## src/rtl/audio_sched_pkg.sv

```systemverilog
// Shared types and defaults for the audio read scheduler: FSM state encoding,
// consumer count and default buffer geometry.
package audio_sched_pkg;

    localparam int NCONS      = 2;
    localparam int DEF_DATA_W = 24;
    localparam int DEF_DEPTH  = 16;

    typedef enum logic [2:0] {
        IDLE,
        ARB,
        FETCH,
        CAPTURE,
        DONE
    } state_t;

endpackage

```

## src/rtl/sched_out_slot.sv

```systemverilog
// One-entry valid/ready holding register feeding one consumer of the scheduler.
module sched_out_slot
    import audio_sched_pkg::*;
#(
    parameter int DATA_W = DEF_DATA_W
) (
    input  logic              clk,
    input  logic              btn_s1_resetb,
    input  logic              load,
    input  logic [DATA_W-1:0] load_data,
    input  logic              ready,
    output logic              valid,
    output logic [DATA_W-1:0] data
);

    // The scheduler only loads an empty slot, so load never collides with a transfer.
    always_ff @(posedge clk or negedge btn_s1_resetb) begin
        if (!btn_s1_resetb) begin
            valid <= 1'b0;
            data  <= '0;
        end else if (load) begin
            valid <= 1'b1;
            data  <= load_data;
        end else if (valid && ready) begin
            valid <= 1'b0;
        end
    end

endmodule

```

## src/rtl/audio_read_scheduler.sv

```systemverilog
// Drains one ping-pong read buffer from RAM into two consumer slots, round-robin.
// Build with SCHED_OVERRUN_CNT_EN defined to get a saturating overrun counter.
//
// state   | meaning
// IDLE    | waiting for buffer_ready_i
// ARB     | pick next eligible consumer, or finish the buffer
// FETCH   | one-cycle RAM read at the granted consumer's pointer
// CAPTURE | load read data into the granted slot, advance its pointer
// DONE    | buffer drained; done pulse follows one cycle later
module audio_read_scheduler
    import audio_sched_pkg::*;
#(
    parameter int DEPTH  = DEF_DEPTH,
    parameter int DATA_W = DEF_DATA_W
) (
    input  logic                          clk,
    input  logic                          btn_s1_resetb,
    input  logic                          buffer_ready_i,
    output logic                          buffer_done_o,
    output logic                          rd_en_o,
    output logic [$clog2(DEPTH)-1:0]      rd_addr_o,
    input  logic [DATA_W-1:0]             rd_data_i,
    input  logic [NCONS-1:0]              cons_en_i,
    output logic [NCONS-1:0]              sample_valid_o,
    input  logic [NCONS-1:0]              sample_ready_i,
    output logic [NCONS-1:0][DATA_W-1:0]  sample_data_o,
    output logic                          overrun_o,
    output logic [7:0]                    overrun_cnt_o
);

    localparam int ADDR_W = $clog2(DEPTH);
    localparam int PTR_W  = ADDR_W + 1;
    localparam logic [PTR_W-1:0] PTR_END = PTR_W'(DEPTH);

    state_t             state, state_nxt;
    logic [NCONS-1:0]   en_q;
    logic [PTR_W-1:0]   ptr_q [NCONS];
    logic               last_q;
    logic [ADDR_W-1:0]  addr_q;
    logic               done_q;
    logic               overrun_q;
    logic [NCONS-1:0]   slot_valid;
    logic [NCONS-1:0]   slot_load;
    logic [NCONS-1:0]   eligible;
    logic [NCONS-1:0]   finished;
    logic               grant;
    logic               pick;
    logic               ignored;

    assign ignored = buffer_ready_i && (state != IDLE);

    always_comb begin
        state_nxt = state;
        eligible  = '0;
        finished  = '0;
        grant     = 1'b0;
        pick      = last_q;
        for (int i = 0; i < NCONS; i++) begin
            eligible[i] = en_q[i] && (ptr_q[i] < PTR_END) && !slot_valid[i];
            finished[i] = !en_q[i] || ((ptr_q[i] == PTR_END) && !slot_valid[i]);
        end
        case (state)
            IDLE: begin
                if (buffer_ready_i) state_nxt = (cons_en_i == '0) ? DONE : ARB;
            end
            ARB: begin
                if (&finished) begin
                    state_nxt = DONE;
                end else if (|eligible) begin
                    grant     = 1'b1;
                    pick      = (&eligible) ? !last_q : eligible[1];
                    state_nxt = FETCH;
                end
            end
            FETCH:   state_nxt = CAPTURE;
            CAPTURE: state_nxt = ARB;
            DONE:    state_nxt = IDLE;
            default: state_nxt = IDLE;
        endcase
    end

    // last_q doubles as the current grant from FETCH through CAPTURE.
    always_ff @(posedge clk or negedge btn_s1_resetb) begin
        if (!btn_s1_resetb) begin
            state     <= IDLE;
            en_q      <= '0;
            last_q    <= 1'b1;
            addr_q    <= '0;
            done_q    <= 1'b0;
            overrun_q <= 1'b0;
            for (int i = 0; i < NCONS; i++) ptr_q[i] <= '0;
        end else begin
            state  <= state_nxt;
            done_q <= (state == DONE);
            if (ignored) overrun_q <= 1'b1;
            if (state == IDLE && buffer_ready_i) begin
                en_q <= cons_en_i;
                for (int i = 0; i < NCONS; i++) ptr_q[i] <= '0;
            end
            if (grant) begin
                last_q <= pick;
                addr_q <= ptr_q[pick][ADDR_W-1:0];
            end
            if (state == CAPTURE) ptr_q[last_q] <= ptr_q[last_q] + PTR_W'(1);
        end
    end

    for (genvar i = 0; i < NCONS; i++) begin : g_slot
        assign slot_load[i] = (state == CAPTURE) && (last_q == 1'(i));
        sched_out_slot #(.DATA_W(DATA_W)) u_slot (
            .clk           (clk),
            .btn_s1_resetb (btn_s1_resetb),
            .load          (slot_load[i]),
            .load_data     (rd_data_i),
            .ready         (sample_ready_i[i]),
            .valid         (slot_valid[i]),
            .data          (sample_data_o[i])
        );
    end

`ifdef SCHED_OVERRUN_CNT_EN
    logic [7:0] ovr_cnt_q;
    always_ff @(posedge clk or negedge btn_s1_resetb) begin
        if (!btn_s1_resetb)                    ovr_cnt_q <= 8'd0;
        else if (ignored && ovr_cnt_q != 8'hFF) ovr_cnt_q <= ovr_cnt_q + 8'd1;
    end
    assign overrun_cnt_o = ovr_cnt_q;
`else
    assign overrun_cnt_o = 8'd0;
`endif

    assign sample_valid_o = slot_valid;
    assign rd_en_o        = (state == FETCH);
    assign rd_addr_o      = addr_q;
    assign buffer_done_o  = done_q;
    assign overrun_o      = overrun_q;

endmodule

```

## config.mk

```make
export PLATFORM = sky130hd
export DESIGN_NAME = audio_read_scheduler
export DESIGN_NICKNAME = d
export VERILOG_FILES = /design/src/rtl/audio_sched_pkg.sv /design/src/rtl/sched_out_slot.sv /design/src/rtl/audio_read_scheduler.sv
export SDC_FILE = /design/constraint.sdc
export NUM_CORES = 1
export LEC_CHECK = 0
export ABC_AREA = 1
export CAP_MARGIN = 25
export CORE_MARGIN = 2
export CORE_UTILIZATION = 46
export DETAILED_ROUTE_END_ITERATION = 8
export PLACE_DENSITY = 0.87
export SYNTH_ARGS = -nofsm -noshare
export SYNTH_HDL_FRONTEND = slang
export SYNTH_SLANG_ARGS = --single-unit
```

## constraint.sdc

```tcl
create_clock -name clk -period 2.2 [get_ports clk]
set_clock_uncertainty 0.05 [all_clocks]
set_input_delay 0.22 -clock clk [delete_from_list [all_inputs] [get_ports clk]]
set_output_delay 0.22 -clock clk [all_outputs]
set_load 0.1 [all_outputs]
```

==> Implementation_results.wiki, run 1 <==
{| class="wikitable"
! Metric !! Value
|-
| GPL Wtd Cong || roughly 0.86
|-
| Ordered list of cells on the worst path || nand2_1, o21ai_1, ha_1, nand3_1, xor2_1, nand2_1, nand2_1
|-
| Die footprint || 7380 um2
|-
| Portion of the post-synthesis area used by sequential elements || 58.4%
|-
| GR Util met3 || 4.04%
|-
| Flip-flop and latch count after synthesis || a little over 70
|-
| Number of placement rows || 29
|-
| Area used by multi-input combinational logic || around 980 um2
|-
| Overall die width || 85.9 um
|-
| GRT Util Overall || 19.2%
|-
| PortBufs || 87
|-
| Number of cells traversed by the worst register-to-register path || 7
|-
| Final min period || ~1.7 ns
|-
| # Max-Cap Violations || 0
|-
| Grt met1 use || roughly a quarter
|-
| Share of cells above drive strength 1 || 20.3%
|-
| Cell repeated most along the worst path || sky130_fd_sc_hd__nand2_1
|-
| Clock input transition at the sequential cells of the worst setup and hold paths || 0.07 ns
|-
| Starting density of the core || between 40% and 50%
|-
| Setup TNS Final || 0 ns
|-
| Layer with the highest usage after global routing || met2
|-
| Violation count after the first detailed-route iteration || 166
|-
| Routed length per instance || 13.1 um
|-
| Most common library cells after synthesis || sky130_fd_sc_hd__nand2_1, sky130_fd_sc_hd__dfrtp_1, sky130_fd_sc_hd__inv_1
|-
| Fill cells || 546
|-
| First-pass GRT wire length || approximately 11000 um
|-
| Number of max-slew violations in the final report || 0
|-
| Initial antenna violation count || 0
|-
| Number of antenna diodes || 0
|-
| Cell area after placement || just under 4000 um2
|-
| Antenna Violating Nets Remaining || 0
|-
| Total count of hold-check failures in the final report || 0
|-
| Mean post-synth cell area || 8.85 um2
|-
| Count of pins on the block boundary || between 90 and 100
|-
| Bufs on Longest Clock Path || 2
|-
| Kind of cell adding the most delay to the critical path || flip-flops
|-
| DRT Pass-1 Iters || 4
|-
| Library cells used by synthesis || 25
|-
| Vias per inst || 4.90
|-
| End of the worst register-to-register path || ptr_q[9]
|-
| Core Footprint || about 6400 um2
|-
| Transition at the pin with the smallest max-transition slack || 0.831 ns
|-
| # setup viols final || 0
|-
| Result of the run || complete, no violations
|-
| Sum of routed wire length over all layers || 6830 um
|-
| Crit path DAT || about 1.9 ns
|-
| Area contributors post-synth || sky130_fd_sc_hd__dfrtp_1, sky130_fd_sc_hd__nand2_1, sky130_fd_sc_hd__inv_1
|-
| Hold/Removal Path Class || input pin to flip-flop
|-
| Detailed-placement wirelength estimate || 5050 um
|-
| Via count of the routed design || 2555
|-
| Via count of the first global-routing pass || 2451
|-
| Worst-path fanout max || 14
|-
| Maximum number of pins on one net before global-route repair || 37
|-
| Leftover overflow at the end of global routing || 0
|-
| Synth async-reset ratio || 100%
|-
| Storage cell area || between 1500 and 2000 um2
|-
| Buffers inserted by post-CTS timing repair || 0
|-
| TritonCTS clock tree || yes
|-
| Fin area || 4080 um2
|-
| Buffer and inverter count on the worst path || 0
|-
| Number of nets in the finished design || 471
|-
| Endpoint class of the critical path || flip-flop
|-
| Element type at the critical path start || flip-flop
|-
| Peak Freq || 0.582 GHz
|-
| Clock Latency Late Sink || 0.34 ns
|-
| RSZ-0062 raised after global routing || false
|-
| Detailed-route DRC error count || 0
|-
| Largest stage delay, worst path || 0.70 ns
|-
| Most frequent cell after synthesis || sky130_fd_sc_hd__nand2_1
|-
| WHS Path Cells || 2
|-
| CTS Buf Count || 9
|-
| Predominant post-synthesis flop cell || sky130_fd_sc_hd__dfrtp_1
|-
| Slew HR || roughly 45%
|-
| Netlist area before placement || 3090 um2
|-
| Cell type with the largest total area after synthesis || sky130_fd_sc_hd__dfrtp_1
|-
| Final critical-path share of the clock period || approximately four fifths
|-
| Count of synthesis-stage warnings from yosys || 0
|-
| Critical Setup Path Class || flip-flop to flip-flop
|-
| Hold path startpoint || sample_ready_i[1]
|-
| H-tree levels || 3
|-
| Worst flop-to-flop path startpoint || last_q
|-
| Root Buffer || sky130_fd_sc_hd__clkbuf_8
|-
| Data required time at the worst endpoint || between 2 and 2.5 ns
|-
| Gate count after technology mapping || 349
|-
| Height of the die || 85.9 um
|-
| Worst Hold End || g_slot[1].u_slot.valid
|-
| Top-area cell type share of the netlist area || a little under three fifths
|-
| Number of flops mapped to enable cells by yosys || 0
|-
| Number of clock sinks seen by CTS || 72
|-
| GR Util met2 || between 30% and 40%
|-
| Master of the slowest instance on the critical path || sky130_fd_sc_hd__dfstp_2
|-
| Layout area overhead || 32.1%
|-
| Register-to-register setup slack || 0.48 ns
|}
cell usage in the layout (no fill, tap or decap), drive strengths merged, types with 2 or more instances in the layout:
master / count
buf: 63
clkdlybuf4s50: 29
o21ai: 63
clkbuf: 10
nand3: 20
o22ai: 4
clkinvlp: 2
conb: 8
dfrtp: 71
a21oi: 3
nor2: 15
clkinv: 2
inv: 53
nand2: 92
registers in the layout, indices dropped and copies added, names as in the netlist:
signal / cells
state: 3
ptr_q: 10
buffer_done_o: 1
overrun_o: 1
rd_addr_o: 4
g_slot.u_slot.valid: 2
last_q: 1
en_q: 2
g_slot.u_slot.data: 48
kinds of logic after synthesis:
| logic type | after synthesis | share of synthesized area (%) |
|---|---|---|
| adder cells (fa/ha/maj) | 1 | 0.405 |
| XOR/XNOR | 2 | 0.567 |
| other | 1 | 0.121 |
| buffers and inverters | 73 | 10.7 |
| AND/OR/NAND/NOR | 129 | 17.7 |
| flip-flops | 72 | 58.4 |
| AO/OA/AOI/OAI | 71 | 12.1 |
worst max path at each step:
stage / start / to / slack (ns) / depth (start not counted)
after CTS: last_q / ptr_q[9] / 0.49 / 7
after floorplan: state[2] / state[1] / 0.05 / 5
after detailed placement: last_q / ptr_q[4] / 0.50 / 7
final: last_q / ptr_q[9] / 0.48 / 7
after global routing: last_q / ptr_q[9] / 0.36 / 7
after global placement: last_q / ptr_q[4] / 0.58 / 7
final cells by class:
cell class	instances	share of cell area, %
Clock buffer	10	3.13
Clock inverter	6	1.66
Inverter	52	4.79
Multi-Input combinational cell	211	24.0
Sequential cell	72	44.2
Tap cell	77	2.36
Timing Repair Buffer	93	19.8
through the flow:
| stage | hold slack (ns) | util, % | setup slack (ns) | cells |
|---|---|---|---|---|
| 2_1_floorplan | -0.126 | - | 0.0523 | 356 |
| 3_3_place_gp | 0.298 | 60.3 | 0.577 | 504 |
| 3_5_place_dp | 0.311 | 60.3 | 0.501 | 504 |
| 4_1_cts | 0.368 | 63.5 | 0.492 | 521 |
| 5_1_grt | 0.395 | 63.5 | 0.363 | 521 |
| 6_report | 0.382 | 63.5 | 0.482 | 521 |
worst reg2reg max path: stages (launching register included):
cell and delay, ns:
sky130_fd_sc_hd__dfstp_2 0.70, sky130_fd_sc_hd__nand2_1 0.08, sky130_fd_sc_hd__o21ai_1 0.15, sky130_fd_sc_hd__ha_1 0.23, sky130_fd_sc_hd__nand3_1 0.10, sky130_fd_sc_hd__xor2_1 0.17
sky130_fd_sc_hd__nand2_1 0.08, sky130_fd_sc_hd__nand2_1 0.05
what timing repair did:
action	4_1_cts	5_1_grt
hold endpoints to repair	33	0
resized for setup	0	0
hold buffers	1	0
routing by layer:
| layer | routed length, um | share of wire [%] | up-vias |
|---|---|---|---|
| li1 | - | - | 1259 |
| met1 | 2950 | 43 | 1207 |
| met2 | 3390 | 50 | 80 |
| met3 | 378 | 5.5 | 9 |
| met4 | 111 | 1.6 | 0 |
| met5 | 0 | 0 | - |
Power of run 1 is left out: the tool's default activity adds up to more than one toggle a clock period on the data nets, which glitch-free logic cannot reach.
==> run 2: changes to the inputs <==
Clock period 2.2 ns to 1.7 ns, I/O delays scaled along.
==> Implementation_results.wiki, run 2 (synthesized netlist as in run 1, its figures left out) <==
{| class="wikitable"
! Metric !! Value
|-
| Result of the run || complete, no violations
|-
| Number of nets in the finished design || 473 (+0.42%)
|-
| Fill cells || 431 (-21%)
|-
| Number of max-slew violations in the final report || 0 (unchanged)
|-
| GRT Util Overall || 22.5% (+3.3 points)
|-
| Detailed-placement wirelength estimate || 5680 um (+12%)
|-
| Via count of the first global-routing pass || 2785 (+14%)
|-
| Detailed-route DRC error count || 0 (unchanged)
|-
| PortBufs || 87 (unchanged)
|-
| Final critical-path share of the clock period || 97.5% (+19 points)
|-
| Smallest setup slack after layout || 0.0425 ns (-0.440 ns)
|-
| First-pass GRT wire length || 12900 um (+15%)
|-
| Starting density of the core || 48.1% (unchanged)
|-
| Hold/Removal Path Class || input pin to async pin
|-
| Overall die width || 85.9 um (unchanged)
|-
| Height of the die || 85.9 um (unchanged)
|-
| TritonCTS clock tree || yes
|-
| Total count of hold-check failures in the final report || 0 (unchanged)
|-
| H-tree levels || 3 (unchanged)
|-
| Number of flip-flops under the largest register name || 48 (unchanged)
|-
| Largest stage delay, worst path || 0.59 ns (-0.11 ns)
|-
| DRT Pass-1 Iters || 5 (+1)
|-
| Peak Freq || 0.603 GHz (+3.6%)
|-
| # Max-Cap Violations || 0 (unchanged)
|-
| Core Footprint || 6420 um2 (unchanged)
|-
| Root Buffer || sky130_fd_sc_hd__clkbuf_8
|-
| RSZ-0062 raised after global routing || false
|-
| Element type at the critical path start || flip-flop
|-
| Clock input transition at the sequential cells of the worst setup and hold paths || 0.07 ns (about the same)
|-
| Die footprint || 7380 um2 (unchanged)
|-
| Share of cells above drive strength 1 || 21.1% (+0.81 points)
|-
| Worst-path fanout max || 6 (-8)
|-
| Leftover overflow at the end of global routing || 0 (unchanged)
|-
| Ordered list of cells on the worst path || buf_4, o21ai_1, ha_2, xnor2_1, o22ai_1
|-
| # setup viols final || 0 (unchanged)
|-
| Sum of routed wire length over all layers || 7710 um (+13%)
|-
| Number of placement rows || 29 (unchanged)
|-
| CTS Buf Count || 9 (unchanged)
|-
| GPL Wtd Cong || 0.917 (+7.0%)
|-
| Number of cells traversed by the worst register-to-register path || 5 (-2)
|-
| Register-to-register setup slack || 0.04 ns (-0.44 ns)
|-
| Critical Setup Path Class || flip-flop to flip-flop
|-
| Vias per inst || 5.01 (+2.2%)
|-
| Post-layout util || 74.5% (+11 points)
|-
| Count of pins on the block boundary || 96 (unchanged)
|-
| Number of antenna diodes || 0 (unchanged)
|-
| Count of cell instances traversed by the critical path || 5 (-2)
|-
| Violation count after the first detailed-route iteration || 171 (+3.0%)
|-
| Final min period || 1.66 ns (-0.0601 ns)
|-
| Via count of the routed design || 2621 (+2.6%)
|-
| End of the worst register-to-register path || ptr_q[2]
|-
| Kind of cell adding the most delay to the critical path || flip-flops
|-
| Antenna Violating Nets Remaining || 0 (unchanged)
|-
| Worst flop-to-flop path startpoint || last_q
|-
| Maximum number of pins on one net before global-route repair || 73 (+97%)
|-
| Number of clock sinks seen by CTS || 72 (unchanged)
|-
| Initial antenna violation count || 0 (unchanged)
|-
| Crit path DAT || 1.81 ns (-0.09 ns)
|-
| Most frequent cells in the layout || sky130_fd_sc_hd__nand2_1, sky130_fd_sc_hd__dfrtp_1, sky130_fd_sc_hd__buf_12
|-
| Master of the slowest instance on the critical path || sky130_fd_sc_hd__dfstp_2
|-
| Worst-case setup slack after placement || 0.144 ns (-0.356 ns)
|-
| Clock Latency Late Sink || 0.34 ns (about the same)
|-
| Buffer and inverter count on the worst path || 1 (+1)
|-
| Routed length per instance || 14.7 um (+13%)
|-
| Setup TNS Final || 0 ns (unchanged)
|-
| Register with the most flip-flops || g_slot.u_slot.data
|-
| Bufs on Longest Clock Path || 2 (unchanged)
|-
| Most common cell after layout, fill and taps aside || sky130_fd_sc_hd__nand2_1
|-
| Worst hold margin || 0.327 ns (-0.0549 ns)
|-
| Endpoint class of the critical path || flip-flop
|-
| Data required time at the worst endpoint || 1.85 ns (-0.53 ns)
|-
| Layout area overhead || 55.0%
|}
run 2: changes by cell type in the layout (fill, tap and decap cells not counted), sizes merged:
cell,before,now
bufinv,1,0
clkinvlp,2,0
inv,53,52
clkinv,2,3
buf,63,65
clkbuf,10,13
run 2: worst min-delay path, stage by stage:
cell,delay [ns]
sky130_fd_sc_hd__dlygate4sd3_1,0.52
sky130_fd_sc_hd__buf_2,0.12
sky130_fd_sc_hd__buf_12,0.32
run 2: what timing repair did:
| item | 4_1_cts | 5_1_grt |
|---|---|---|
| endpoints found under the hold margin | 71 | 0 |
| hold buffers | 1 | 0 |
| endpoints found under the setup margin | 0 | 2 |
| resized for setup | 0 | 3 |
| buffers inserted | 0 | 1 |
run 2: area by class of cell:
type                    instances  area (um2)  share of cell area, %
inverters                      52         195                   4.08
clock buffers                  13         169                   3.53
well taps                      77        96.3                   2.01
multi-input cells             211         985                   20.6
flip-flops and latches         72        1800                   37.7
clock inverters                 3        15.0                  0.314
repair buffers                 95        1520                   31.8
run 2: metal layers:
metal / wire (um) / up-vias / global-route usage (%) / part of all wire [%]
li1: - / 1260 / - / -
met1: 3000 / 1271 / 25.2 / 39
met2: 4040 / 76 / 38.5 / 52
met3: 550 / 14 / 8.95 / 7.1
met4: 114 / 0 / 8.23 / 1.5
met5: 0 / - / 0 / 0
run 2: how the worst max path moves through the flow:
stage | startpoint | endpoint | slack, ns
after global placement | last_q | ptr_q[4] | 0.18
after CTS | last_q | ptr_q[2] | 0.12
final | last_q | ptr_q[2] | 0.04
after detailed placement | last_q | ptr_q[2] | 0.14
after global routing | last_q | ptr_q[2] | 0.005
after floorplan | state[2] | state[1] | 0.03
run 2: through the flow:
stage                     std cells  area (um2)
after floorplan                 356        3120
after global placement          505        4580
after detailed placement        505        4580
after CTS                       522        4780
after global routing            523        4790
final                           523        4790
Power of run 2 is left out for the same reason.
